$ cat src/rtl/ahb_boot_pkg.sv
// Shared constants for the AHB flash boot copier: FSM state codes,
// AHB-lite encodings and the flash window bounds.
package ahb_boot_pkg;

   // Boot copier FSM states
   localparam logic [2:0] ST_IDLE    = 3'd0;
   localparam logic [2:0] ST_RD_ADDR = 3'd1;
   localparam logic [2:0] ST_RD_DATA = 3'd2;
   localparam logic [2:0] ST_WR_ADDR = 3'd3;
   localparam logic [2:0] ST_WR_DATA = 3'd4;
   localparam logic [2:0] ST_DONE    = 3'd5;
   localparam logic [2:0] ST_ERROR   = 3'd6;

   // AHB-lite encodings used by this master
   localparam logic [1:0] HTRANS_IDLE   = 2'b00;
   localparam logic [1:0] HTRANS_NONSEQ = 2'b10;
   localparam logic [1:0] HSIZE_WORD    = 2'b10;
   localparam logic [1:0] HRESP_OKAY    = 2'b00;
   localparam logic [1:0] HRESP_ERROR   = 2'b01;

   // Flash window served by the downstream slave
   localparam logic [31:0] FLASH_BASE = 32'h1000_0000;
   localparam logic [31:0] FLASH_END  = 32'h1004_FFFF;

   // Next word address; wraps modulo 2^32 by construction
   function automatic logic [31:0] next_word(input logic [31:0] addr);
      return addr + 32'd4;
   endfunction

endpackage

$ cat src/rtl/ahb_flash_boot_loader.sv
// AHB-lite boot copier: after reset, copies WORD_COUNT words from flash to
// SRAM one non-pipelined transfer at a time, sums the image, then releases
// the CPU reset. Any bus ERROR parks the block with the CPU held in reset.
//
// Handshake: an address phase is accepted on the clock edge where HREADY=1
// while HTRANS=NONSEQ; a data phase completes on the edge where HREADY=1 and
// HRESP=OKAY. HRESP=ERROR ends the data phase at its first cycle, regardless
// of HREADY. Only one transfer is ever outstanding.
module ahb_flash_boot_loader
   import ahb_boot_pkg::*;
#(
   parameter logic [31:0] SRC_BASE   = FLASH_BASE,
   parameter logic [31:0] DST_BASE   = 32'h2000_0000,
   parameter logic [15:0] WORD_COUNT = 16'd1024
) (
   input  logic        HCLK,
   input  logic        HRST_n,
   input  logic        boot_start,
   input  logic        boot_bypass,
   output logic [31:0] HADDR,
   output logic [1:0]  HTRANS,
   output logic        HWRITE,
   output logic [1:0]  HSIZE,
   output logic [31:0] HWDATA,
   input  logic [31:0] HRDATA,
   input  logic        HREADY,
   input  logic [1:0]  HRESP,
   output logic        cpu_rst_n,
   output logic        boot_done,
   output logic        boot_err,
   output logic [31:0] boot_sum,
   output logic [15:0] word_cnt
);

   logic [2:0]  state_q, state_d;
   logic [31:0] src_q, src_d;
   logic [31:0] dst_q, dst_d;
   logic [31:0] data_q, data_d;
   logic [31:0] haddr_d, hwdata_d, sum_d;
   logic [1:0]  htrans_d;
   logic        hwrite_d;
   logic [15:0] cnt_d;
   logic        bus_err;
   logic        rd_done;
   logic        wr_done;

   assign bus_err = (HRESP == HRESP_ERROR);
   assign rd_done = (state_q == ST_RD_DATA) && HREADY && !bus_err;
   assign wr_done = (state_q == ST_WR_DATA) && HREADY && !bus_err;

   // The word size never changes, so HSIZE is a constant
   assign HSIZE = HSIZE_WORD;

   // State register
   always_ff @(posedge HCLK or negedge HRST_n) begin
      if (!HRST_n) state_q <= ST_IDLE;
      else         state_q <= state_d;
   end

   // Next-state logic: bypass beats start, ERROR beats HREADY in data phases
   always_comb begin
      state_d = state_q;
      case (state_q)
         ST_IDLE: begin
            if (boot_bypass)                          state_d = ST_DONE;
            else if (boot_start && WORD_COUNT == 16'd0) state_d = ST_DONE;
            else if (boot_start)                      state_d = ST_RD_ADDR;
         end
         ST_RD_ADDR: if (HREADY) state_d = ST_RD_DATA;
         ST_RD_DATA: begin
            if (bus_err)     state_d = ST_ERROR;
            else if (HREADY) state_d = ST_WR_ADDR;
         end
         ST_WR_ADDR: if (HREADY) state_d = ST_WR_DATA;
         ST_WR_DATA: begin
            if (bus_err) state_d = ST_ERROR;
            else if (HREADY)
               state_d = (word_cnt + 16'd1 == WORD_COUNT) ? ST_DONE : ST_RD_ADDR;
         end
         ST_DONE:  state_d = ST_DONE;
         ST_ERROR: state_d = ST_ERROR;
         default:  state_d = ST_IDLE;
      endcase
   end

   // Output/datapath next values, decoded from the upcoming state so every
   // output register lines up with the state it belongs to
   always_comb begin
      src_d    = wr_done ? next_word(src_q) : src_q;
      dst_d    = wr_done ? next_word(dst_q) : dst_q;
      cnt_d    = wr_done ? word_cnt + 16'd1 : word_cnt;
      data_d   = rd_done ? HRDATA : data_q;
      sum_d    = rd_done ? boot_sum + HRDATA : boot_sum;
      hwdata_d = ((state_q == ST_WR_ADDR) && HREADY) ? data_q : HWDATA;
      haddr_d  = HADDR;
      htrans_d = HTRANS_IDLE;
      hwrite_d = (state_d == ST_WR_ADDR) || (state_d == ST_WR_DATA);
      if (state_d == ST_RD_ADDR) begin
         haddr_d  = src_d;
         htrans_d = HTRANS_NONSEQ;
      end else if (state_d == ST_WR_ADDR) begin
         haddr_d  = dst_d;
         htrans_d = HTRANS_NONSEQ;
      end
   end

   // Output, address, count and checksum registers
   always_ff @(posedge HCLK or negedge HRST_n) begin
      if (!HRST_n) begin
         HADDR     <= 32'h0;
         HTRANS    <= HTRANS_IDLE;
         HWRITE    <= 1'b0;
         HWDATA    <= 32'h0;
         cpu_rst_n <= 1'b0;
         boot_done <= 1'b0;
         boot_err  <= 1'b0;
         boot_sum  <= 32'h0;
         word_cnt  <= 16'h0;
         src_q     <= SRC_BASE;
         dst_q     <= DST_BASE;
         data_q    <= 32'h0;
      end else begin
         HADDR     <= haddr_d;
         HTRANS    <= htrans_d;
         HWRITE    <= hwrite_d;
         HWDATA    <= hwdata_d;
         cpu_rst_n <= (state_d == ST_DONE);
         boot_done <= (state_d == ST_DONE);
         boot_err  <= (state_d == ST_ERROR);
         boot_sum  <= sum_d;
         word_cnt  <= cnt_d;
         src_q     <= src_d;
         dst_q     <= dst_d;
         data_q    <= data_d;
      end
   end

endmodule

$ cat config.mk
export PLATFORM = sky130hd
export DESIGN_NAME = ahb_flash_boot_loader
export DESIGN_NICKNAME = d
export VERILOG_FILES = /design/src/rtl/ahb_boot_pkg.sv /design/src/rtl/ahb_flash_boot_loader.sv
export SDC_FILE = /design/constraint.sdc
export NUM_CORES = 1
export LEC_CHECK = 0
export BUFFER_PORTS_ARGS = -buffer_cell sky130_fd_sc_hd__buf_2
export CAP_MARGIN = 20
export CORE_MARGIN = 10
export CORE_UTILIZATION = 40
export CTS_BUF_LIST = sky130_fd_sc_hd__clkbuf_16
export CTS_CLUSTER_SIZE = 20
export DETAILED_ROUTE_END_ITERATION = 10
export GPL_TIMING_DRIVEN = 0
export HOLD_SLACK_MARGIN = 0.1
export PLACE_DENSITY = 0.64
export SYNTH_ARGS = -nofsm -noshare
export SYNTH_HDL_FRONTEND = slang
export SYNTH_SLANG_ARGS = --single-unit
$ cat constraint.sdc
create_clock -name HCLK -period 3 [get_ports HCLK]
set_input_delay 0.6 -clock HCLK [delete_from_list [all_inputs] [get_ports HCLK]]
set_output_delay 0.6 -clock HCLK [all_outputs]
set_load 0.01 [all_outputs]
# Word level (Yosys, flattened, before mapping)

Cells that the tools add are included.

Bits in latches: 0
Bits in writable memories: 0
Memories kept: 0
Flip-flop bits (word level): 216
Bits in read-only memories: 0

Div/mod/pow operators: 0
$mul: 0
Equal/unequal tests: 13
$lt $le $gt $ge: 0
Muxes and demuxes: 16
Bitwise gates (word level): 0
Shifts and indexed selects: 0
Reduce and logical (&&, ||, !) cells: 9
Add/sub/neg operators: 4

Operators by type and width:

| cell                                                               | count |
|---|---|
| 32-bit two-way mux                                                 | 4 |
| 32-bit by 3-bit adder with 32-bit output (second input constant)   | 2 |
| 32-bit adder                                                       | 1 |
| 3-bit two-way mux                                                  | 9 |
| 3-bit case mux with 7 select lines                                 | 1 |
| 3-bit == test (second input constant)                              | 6 |
| 16-bit by 1-bit adder with 16-bit output (second input constant)   | 1 |
| 16-bit by 11-bit == test with 1-bit output (second input constant) | 1 |
| 3-bit by 2-bit == test with 1-bit output (second input constant)   | 3 |
| 3-bit by 1-bit == test with 1-bit output (second input constant)   | 2 |
| 1-bit logical AND                                                  | 5 |
| 2-bit two-way mux                                                  | 2 |
| 3-bit logical NOT                                                  | 1 |
| 2-bit by 1-bit == test with 1-bit output (second input constant)   | 1 |
| 2-bit nonzero test                                                 | 1 |
| 1-bit logical NOT                                                  | 1 |
| 1-bit logical OR                                                   | 1 |

# Depth between registers and ports, before layout

Depth in word-level cells: 9
Gate-level depth with buffers: 11
Gate-level depth less buffers: 11

# Worst setup path after synthesis

Ideal clock, no wire load.

Path kind: reg2reg
Start: register word_cnt[0]
End: register HADDR[19]
Slack: 0.211 ns
Arrival time: 2.664 ns
Clock period less this slack: 2.789 ns
Library setup time: 0.125 ns
Stages on the path, launching flop included: 12
Path buffers: 2
Cell sequence: dfrtp_1 > ha_1 > and4_1 > buf_2 > nand4_1 > mux2_2 > o22a_1 > nor4_2 > o41ai_4 > nand2_2 > buf_6 > mux2_4

Word-level cells in the longest chain between the ends: 8
Elaborated cells on any way between the ends: 10
Those cells by class: 1 x add/sub; 3 x eq/ne; 5 x mux; 1 x reduce/logical

RTL lines:

| item                                                                                                        | RTL line                                                  | text |
|---|---|---|
| start: declaration                                                                                          | ahb_flash_boot_loader.sv:32                               | `output logic [15:0] word_cnt` |
| start signal: assignment                                                                                    | ahb_flash_boot_loader.sv:131                              | `word_cnt <= cnt_d;` |
| 16-bit by 1-bit adder with 16-bit output *                                                                  | ahb_flash_boot_loader.sv:78                               | `state_d = (word_cnt + 16'd1 == WORD_COUNT) ? ST_DONE : ST_RD_ADDR;` |
| 16-bit by 11-bit == test with 1-bit output *                                                                | ahb_flash_boot_loader.sv:78                               |  |
| 3-bit two-way mux *                                                                                         | ahb_flash_boot_loader.sv:78                               |  |
| 3-bit two-way mux *                                                                                         | ahb_flash_boot_loader.sv:77                               | `else if (HREADY)` |
| 3-bit two-way mux *                                                                                         | ahb_flash_boot_loader.sv:76                               | `if (bus_err) state_d = ST_ERROR;` |
| 3-bit case mux with 7 select lines *                                                                        | ahb_flash_boot_loader.sv:63                               | `case (state_q)` |
| 3-bit by 1-bit == test with 1-bit output / 3-bit by 2-bit == test with 1-bit output (equally long branches) | ahb_flash_boot_loader.sv:98, ahb_flash_boot_loader.sv:101 |  |
| 32-bit two-way mux / 2-bit nonzero test (equally long branches)                                             | -                                                         |  |
| end signal: assignment                                                                                      | ahb_flash_boot_loader.sv:123                              | `HADDR <= haddr_d;` |
| end: declaration                                                                                            | ahb_flash_boot_loader.sv:20                               | `output logic [31:0] HADDR,` |

Every way passes the cells marked *; elsewhere a longest branch is shown, timed or not.
A chain may end at the register's enable or synchronous reset.

# Worst setup path after layout

Same ends and word-level chain as after synthesis.

==> qor.txt <==
CTS tree -> done
Via density -> 5.06
fmax -> 348 MHz
clock share of power -> 0.242
DIE WIDTH -> 182 um
FF+latch count, synth -> 209
run status -> finished, final reports clean
yosys warns -> 0
vias -> 7985
Worst VDD drop -> 533 uV
peak fanout along the critical path -> 6
Clk pin slew, worst setup/hold paths -> 0.06 ns
DRC Markers -> 0
final worst path period share -> 0.959
final setup fails -> 0
clk_lat worst skew -> 0.51 ns
final core occ -> 0.489
fraction of layout cells with a size suffix above 1 -> 0.227
Antenna Nets Post-Route -> 0
PwrDens -> 912 nW/um^2
num rows -> 59
crit end category -> flop
Hold Vio Cnt, Final -> 0
Worst Setup Path Type -> reg2reg
DP HPWL -> 18900 um
PortBufs -> 153
synthesized area -> 10500 um^2
Syn Area/Cell -> 10.2 um^2
Routed WL -> 25900 um
Least-Margin Pin Slew -> 0.755 ns
worst hold path class -> in2async
max cap viols -> 0
Placer Congestion -> 0.896
nets@finish -> 1299
Reg power frac -> 0.354
Num CTS Buffers -> 24
first-pass GRT wire length -> 41400 um
Most used DFF post-synth -> dfrtp_1
Syn-to-layout area delta -> 20.7%
Initial DRT Pass Iterations -> 5
CTS max path bufs -> 3
wire length per cell -> 16.4 um
Sink Count -> 209
post-synth top area cell -> dfrtp_1
GRT Util Overall -> 0.149
ranking of synthesized cells by area -> dfrtp_1 49%, nand2_1 6.1%, xnor2_1 5.2%
global route overflow -> 0
die span in y -> 182 um
largest net degree at the start of global routing -> 121
Mapped Cells -> 1031
Max Slew Vio Count -> 0
sequential cell area -> 5230 um^2
skew final -> 0.0207 ns
slew margin rel. -> 0.497
most frequent cells in the layout -> 206 x dfrtp_1, 170 x nand2_1, 160 x buf_2, 63 x xnor2_1, 56 x inv_1
H-Tree Depth -> 1
CP required -> 3.39 ns
fin crit period -> 2.88 ns
critical path arrival -> 3.27 ns
EDFF count, synth -> 0
Root Driver -> clkbuf_16
Hold Buf Count CTS -> 0
initial antenna violation count -> 1
Logic pwr share -> 0.404
I/O pin total -> 159
Internal Power -> 7.38 mW
Filler cells -> 2464
Netlist cell types -> 67
Starting Density -> 0.405
switch share -> 0.363
most common cell after layout, fill and taps aside -> dfrtp_1
multi-input combinational cell area -> 4990 um^2
share of the synthesized area in the top cell type -> 0.492
vias in the first global route -> 7890
async set or reset register ratio after synthesis -> 1.00
core area -> 26000 um^2
P_leak -> 6.55 nW
hold slack -> 0.114 ns
sequential share of the synthesized area -> 0.497
Starting DRT DRC Count -> 455
Startpoint Class -> flop
die area -> 33200 um^2
Net Sw Power -> 4.21 mW
## routing by layer
layer  track usage  part of all wire  vias up
li1              -                 -     3954
met1         0.195              0.46     3816
met2         0.245              0.47      176
met3        0.0320             0.052       39
met4        0.0377             0.023        0
met5             0                 0        -
## worst paths after layout
check	startpoint	endpoint	slack, ns	cells after the start
max	word_cnt[0]$_DFFE_PN0P_	HADDR[19]$_DFFE_PN0P_	0.12	11
min	HRST_n	HWDATA[13]$_DFFE_PN0P_	0.11	1
max reg2reg	word_cnt[0]$_DFFE_PN0P_	HADDR[19]$_DFFE_PN0P_	0.12	11
min reg2reg	src_q[31]$_DFF_PN0_	src_q[31]$_DFF_PN0_	0.47	1
max in group asynchronous	HRST_n	dst_q[13]$_DFF_PN0_	1.85	2
min in group HCLK	HRDATA[23]	data_q[23]$_DFFE_PN0P_	0.32	3
## power by group through the flow
stage / clock network (mW) / logic, mW / registers [mW]
after global routing: 3.01 / 5.21 / 4.21
after floorplan: 0 / 2.86 / 4.28
final: 2.81 / 4.68 / 4.10
after CTS: 2.90 / 4.49 / 4.10
after global placement: 0 / 4.38 / 4.11
after detailed placement: 0 / 4.45 / 4.14
## Yosys cell counts, types with 9 or more instances
library cell and n:
and3_1 25, nor3_1 17, ha_1 34, xor2_1 30, nor2_1 47, o21ai_0 39
inv_1 48, nand2_1 170, a31oi_1 9, mux2_2 38, xnor2_1 63, mux2i_1 50
o31ai_1 9, a21o_1 10, clkbuf_1 24, a21oi_1 22, nand3_1 39, dfrtp_1 207
and2_1 10, nand4_1 25
## timing repair
item,CTS,global route
pin swaps,0,6
endpoints found under the setup margin,28,45
gates resized for setup,4,18
buffers inserted,0,11
## registers in the layout (all words and copies together), names as in the netlist
register and cells:
HWDATA 32, boot_sum 32, data_q 32, HADDR 30, dst_q 30, src_q 30, word_cnt 16, state_q 3
HTRANS 1, HWRITE 1, boot_done 1, boot_err 1
## logic make-up after synthesis
kind of cell / share of synthesized area
AOI/OAI and AO/OA: 0.0898
xor gates and xnor gates: 0.0773
adders and majority gates: 0.0423
buffers and inverters: 0.0373
DFF: 0.497
muxes: 0.0896
other: 0.000713
and+or+nand+nor: 0.166
## area by class of cell
type / instances / share of cell area
plain buffers: 44 / 0.0180
clock inverters: 17 / 0.0107
repair buffers: 165 / 0.0707
flip-flops and latches: 209 / 0.412
clock buffers: 25 / 0.0492
inverters: 48 / 0.0142
well taps: 335 / 0.0330
diodes: 1 / 0.000197
multi-input cells: 733 / 0.392
## worst max-delay path, stage by stage (launching register included)
cell and delay (ns):
dfrtp_2 0.43, ha_4 0.18, and4_1 0.18, buf_2 0.15
and3_1 0.17, o211a_1 0.22, o211ai_2 0.20, nor4_4 0.09
o41ai_4 0.47, nand2_2 0.20, buf_12 0.18, mux2_4 0.28
## metrics by stage
step                setup slack [ns]  instances  setup TNS [ns]  cell area (um^2)  total power [mW]
floorplan                      0.211       1034               0             10500              7.14
global placement               -2.35       1522         -489.15             11700              8.49
detailed placement            -0.438       1523           -8.60             11800              8.59
CTS                          -0.0554       1565         -0.0554             12500              11.5
global route                 -0.0206       1577         -0.0241             12700              12.4
finish                         0.123       1577               0             12700              11.6
Note: power is estimated with default switching activity, not from simulation.
